`src/rtl/nibble_add_seq_pkg.sv`:
```
// Shared definitions for the nibble-serial adder: state encoding and slice width.
package nibble_add_seq_pkg;

  localparam int SLICE_W = 4;

  typedef enum logic [1:0] {
    IDLE = 2'd0,
    RUN  = 2'd1,
    DONE = 2'd2
  } state_t;

endpackage

```
`src/rtl/nibble_add_seq_add4.sv`:
```
// nibble_add4: combinational 4-bit ripple-carry slice built from full-adder cells.
module nibble_add4
  import nibble_add_seq_pkg::*;
(
  input  logic [SLICE_W-1:0] a4,
  input  logic [SLICE_W-1:0] b4,
  input  logic               ci,
  output logic [SLICE_W-1:0] s4,
  output logic               co
);

  logic [SLICE_W:0] c_s;

  assign c_s[0] = ci;

  for (genvar i = 0; i < SLICE_W; i++) begin : g_fa
    assign s4[i]    = a4[i] ^ b4[i] ^ c_s[i];
    assign c_s[i+1] = (a4[i] & b4[i]) | (c_s[i] & (a4[i] ^ b4[i]));
  end

  assign co = c_s[SLICE_W];

endmodule

```
`src/rtl/nibble_add_seq.sv`:
```
// Wide adder that reuses one 4-bit slice, one nibble per clock, LSB nibble first.
// Optional signed-overflow output enabled by NIBBLE_ADD_SEQ_OVF_EN.
module nibble_add_seq
  import nibble_add_seq_pkg::*;
#(
  parameter int WIDTH = 16
) (
  input  logic             clk,
  input  logic             rst,
  input  logic             start_valid,
  output logic             start_ready,
  input  logic [WIDTH-1:0] a,
  input  logic [WIDTH-1:0] b,
  input  logic             cin,
  output logic             busy,
  output logic             done_valid,
  input  logic             done_ready,
  output logic [WIDTH-1:0] sum,
  output logic             cout
`ifdef NIBBLE_ADD_SEQ_OVF_EN
  ,
  output logic             ovf
`endif
);

  localparam int NSLICE = WIDTH / SLICE_W;
  localparam int IDXW   = $clog2(NSLICE);
  localparam logic [IDXW-1:0] LAST_IDX = IDXW'(NSLICE - 1);

  state_t             state_r;
  logic [WIDTH-1:0]   opa_r;
  logic [WIDTH-1:0]   opb_r;
  logic               carry_r;
  logic [IDXW-1:0]    idx_r;
  logic [SLICE_W-1:0] slice_a_s;
  logic [SLICE_W-1:0] slice_b_s;
  logic [SLICE_W-1:0] slice_sum_s;
  logic               slice_co_s;

  assign slice_a_s = opa_r[idx_r*SLICE_W +: SLICE_W];
  assign slice_b_s = opb_r[idx_r*SLICE_W +: SLICE_W];

  nibble_add4 u_add4 (
    .a4 (slice_a_s),
    .b4 (slice_b_s),
    .ci (carry_r),
    .s4 (slice_sum_s),
    .co (slice_co_s)
  );

`ifdef NIBBLE_ADD_SEQ_OVF_EN
  // Carry into the MSB recovered from the last slice's top sum bit.
  logic msb_cin_s;
  assign msb_cin_s = opa_r[WIDTH-1] ^ opb_r[WIDTH-1] ^ slice_sum_s[SLICE_W-1];
`endif

  // Controller FSM, operand capture, nibble index, carry and result registers.
  always_ff @(posedge clk or posedge rst) begin
    if (rst) begin
      state_r     <= IDLE;
      start_ready <= 1'b1;
      busy        <= 1'b0;
      done_valid  <= 1'b0;
      sum         <= {WIDTH{1'b0}};
      cout        <= 1'b0;
      carry_r     <= 1'b0;
      idx_r       <= {IDXW{1'b0}};
      opa_r       <= {WIDTH{1'b0}};
      opb_r       <= {WIDTH{1'b0}};
`ifdef NIBBLE_ADD_SEQ_OVF_EN
      ovf         <= 1'b0;
`endif
    end else begin
      case (state_r)
        IDLE: begin
          start_ready <= 1'b1;
          if (start_valid) begin
            opa_r       <= a;
            opb_r       <= b;
            carry_r     <= cin;
            idx_r       <= {IDXW{1'b0}};
            sum         <= {WIDTH{1'b0}};
            start_ready <= 1'b0;
            busy        <= 1'b1;
            state_r     <= RUN;
          end
        end
        RUN: begin
          sum[idx_r*SLICE_W +: SLICE_W] <= slice_sum_s;
          carry_r <= slice_co_s;
          if (idx_r == LAST_IDX) begin
            cout       <= slice_co_s;
`ifdef NIBBLE_ADD_SEQ_OVF_EN
            ovf        <= msb_cin_s ^ slice_co_s;
`endif
            idx_r      <= {IDXW{1'b0}};
            busy       <= 1'b0;
            done_valid <= 1'b1;
            state_r    <= DONE;
          end else begin
            idx_r <= idx_r + 1'b1;
          end
        end
        DONE: begin
          // The handshake returns to IDLE only; a pending command waits one cycle.
          if (done_ready) begin
            done_valid  <= 1'b0;
            start_ready <= 1'b1;
            state_r     <= IDLE;
          end
        end
        default: begin
          state_r     <= IDLE;
          start_ready <= 1'b1;
          busy        <= 1'b0;
          done_valid  <= 1'b0;
        end
      endcase
    end
  end

endmodule

```
`config.mk`:
```
export PLATFORM = sky130hd
export DESIGN_NAME = nibble_add_seq
export DESIGN_NICKNAME = d
export VERILOG_FILES = /design/src/rtl/nibble_add_seq_pkg.sv /design/src/rtl/nibble_add_seq_add4.sv /design/src/rtl/nibble_add_seq.sv
export SDC_FILE = /design/constraint.sdc
export NUM_CORES = 1
export LEC_CHECK = 0
export CAP_MARGIN = 20
export CORE_AREA = 4 4 76 78
export CTS_BUF_LIST = sky130_fd_sc_hd__clkbuf_16
export DETAILED_ROUTE_END_ITERATION = 8
export DIE_AREA = 0 0 80 82
export HOLD_SLACK_MARGIN = 0.15
export PLACE_DENSITY = 0.86
export SLEW_MARGIN = 10
export SYNTH_ARGS = -nofsm -noshare
export SYNTH_HDL_FRONTEND = slang
export SYNTH_SLANG_ARGS = --single-unit
```
`constraint.sdc`:
```
create_clock -name clk -period 6.71 [get_ports clk]
set_input_delay 1.342 -clock clk [delete_from_list [all_inputs] [get_ports clk]]
set_output_delay 1.342 -clock clk [all_outputs]
set_load 0.02 [all_outputs]
```
==> metrics.md <==
| Metric | Value |
|---|---|
| FF-to-FF setup slack | ~3.6 ns |
| DPL Wire Length | ~3800 um |
| Worst min path class | register to register |
| Htree depth | 3 |
| Synth area leaders | dfrtp_1, mux2_2, mux4_2 |
| Setup Total Neg Slack | 0 ns |
| Hold-fix buffers, CTS | 0 |
| Setup CP Type | register to register |
| FF-to-FF path depth | 10 |
| WHS Endpoint | opa_r[14] |
| Fin cells | between 300 and 400 |
| Detailed Routing Iterations Pass 1 | 4 |
| Initial drt markers | 92 |
| Longest Clk Path Bufs | 2 |
| CP Data Arrival Time | 3.35 ns |
| Post-synthesis cell area | 2661 um2 |
| Core area | around 5000 um2 |
| Commonest cells post-synth | dfrtp_1, mux2_2, inv_1 |
| Post-Synth Adder-Cell Area | under 10% |
| Final Hold Viols | 0 |
| Post-Synth Simple-Gate Area | between 7 and 8% |
| Unrepaired setup endpoints after global routing | no |
| Slew @ Worst Pin | approximately 0.87 ns |
| Remaining Overflow, GRT | 0 |
| Largest net degree at the start of global routing | 58 |
| Post-synthesis area per instance | 14.16 um2 |
| Critical path launch point type | register |
| Ys async rst share | between 90% and 100% |
| Top cell type's share of synthesized area | 52.66% |
| Max cap viols | 0 |
| Mux contribution to synthesized area | around a fifth |
| Post-Synth XOR/XNOR Area | 0% |
| Vias in the first global route | 1895 |
| Share of layout cells above drive strength 1 | between 20% and 30% |
| TritonCTS Sinks | 57 |
| Die area | around 6600 um2 |
| Vias | between 1500 and 2000 |
| DR WL/cell | ~17 um |
| Synth unique cells | 35 |
| CP endpoint kind | register |
| Prevailing post-synth register cell | dfrtp_1 |
| Skew final | ~0.0044 ns |
| Number of vias per cell | 5.346 |
| Row cnt | 26 |
| Slew HR | about 42% |
| I/O pin count | 57 |
| Main combinational cell family by area after synthesis | multiplexers |
| Synthesis Warnings | 0 |
| Die Span Y | a little over 80 um |
| Residual DRC | 0 |
| Synthesized instance count | 188 |
| GP Congestion | around 0.81 |
| Max Fanout on Critical Path | 15 |
| GRT Util Overall | a little under a fifth |
| Buffers inserted by post-CTS timing repair | 0 |
| Layout Area Growth over Synthesis | 33.05% |
| Antenna-violating nets left | 0 |
| Clk_lat worst skew | between 0.3 and 0.4 ns |
| Pleak | ~1.5 nW |
| Worst-path clk slew | 0.05 ns |
| Die span in x | 80 um |
| Antenna cells | 0 |
| CTS tree | built |
| First-pass GRT wire length | about 9000 um |
| Gates resized, CTS repair | 0 |
| Nets | between 200 and 300 |
| Starting density of the core | a little over half |
| Max Fclk | 318.1 MHz |
| Status | complete, no violations |
| Number of enable flip-flop cells after synthesis | 0 |
| P per Cell Area | between 500 and 600 nW/um2 |
| Critical R2R Launch | idx_r[0] |
| Max-slew violations | 0 |
| Cts bufs inserted | 9 |
| Sequential share of the synthesized area | a little over half |
| HP Start | opa_r[14] |
| Peak supply drop | around 300 uV |
| Final wirelength | 5357 um |
| Final period utilization | between 40% and 50% |
| Root Buffer | clkbuf_16 |
| R2R Path End | sum[7] |
| Final min period | 3.144 ns |
| Initial antenna violation count | 0 |
| Cells after DPL | about 310 |
| Post-Syn Nets | between 200 and 250 |
| # setup viols final | 0 |
| Fill count | around 360 |
| Port bufs | 56 |
| Synthesized flop and latch total | 57 |
| WP data required | 6.91 ns |
| Complex-gate fraction of the synthesized area | approximately 9% |
| Most frequent cell after synthesis | dfrtp_1 |
| Area leader, netlist | dfrtp_1 |
| Worst hold stages | 1 |
[sequential cells by signal, indices dropped and copies added (netlist names), 2 cells and up]
name and count:
opb_r 16, idx_r 2, state_r 2, opa_r 16, sum 16
[critical path: stages, from the launching register on]
cell,delay [ns]
dfrtp_1,0.77
mux4_2,0.60
inv_1,0.09
fa_1,0.16
inv_1,0.05
fa_1,0.34
inv_1,0.07
fa_1,0.16
inv_1,0.05
fa_1,0.50
a22o_1,0.22
[cell type report]
type / count / area, um2 / share of cell area, %
Sequential cell: 57 / 1428 / 40.32
Multi-Input combinational cell: 112 / 1132 / 31.98
Timing Repair Buffer: 57 / 568.0 / 16.04
Clock buffer: 9 / 225.2 / 6.360
Tap cell: 70 / 87.58 / 2.473
Clock inverter: 7 / 55.05 / 1.555
Inverter: 12 / 45.04 / 1.272
[where the power goes]
part	internal (mW)	leakage, nW	switching [mW]
registers	0.500	0.703	0.127
clock network	0.279	0.150	0.143
logic	0.426	0.657	0.397
[how the worst max path moves through the flow]
stage,slack [ns],end,cells after the start,from
after floorplan,3.85,sum[15],11,idx_r[0]
after global routing,3.41,carry_r,11,idx_r[0]
after CTS,3.55,sum[7],10,idx_r[0]
after global placement,3.51,opb_r[3],4,start_valid
final,3.57,sum[7],10,idx_r[0]
after detailed placement,3.47,opb_r[2],4,start_valid
[through the flow]
stage / power [mW] / instance area [um2] / worst slack, ns / hold slack, ns / util, %
2_1_floorplan: 1.203 / 2661 / 3.851 / 0.4498 / -
6_report: 1.872 / 3541 / 3.566 / 0.4886 / 69.77
4_1_cts: 1.887 / 3541 / 3.551 / 0.4927 / 69.77
3_5_place_dp: 1.456 / 3261 / 3.475 / 0.4821 / 64.25
3_3_place_gp: 1.426 / 3261 / 3.507 / 0.4644 / 64.25
5_1_grt: 2.000 / 3541 / 3.408 / 0.5075 / 69.77
[kinds of logic after synthesis]
kind of cell / after synthesis
adder cells (fa/ha/maj): 9
AO/OA/AOI/OAI: 34
multiplexers: 41
buffers and inverters: 19
AND/OR/NAND/NOR: 28
flip-flops: 57
[cell usage in the layout (no fill, tap or decap), types with 4 or more instances in the layout]
cell type and count:
dfrtp_1 56, clkdlybuf4s50_1 56, mux2_2 30, inv_1 14
o21ai_0 10, a22o_1 9, clkbuf_16 9, o2bb2ai_1 8
mux4_2 8, nand2_1 6, ha_1 5, and2_1 4
fa_1 4
[layer usage]
layer | vias to the layer above | routed length, um | track usage [%]
met5 | - | 0 | 0
met4 | 0 | 161 | 12.50
met3 | 16 | 279 | 4.496
met2 | 60 | 2628 | 29.64
met1 | 844 | 2287 | 22.36
li1 | 812 | - | -
(Power assumes the default switching activity.)
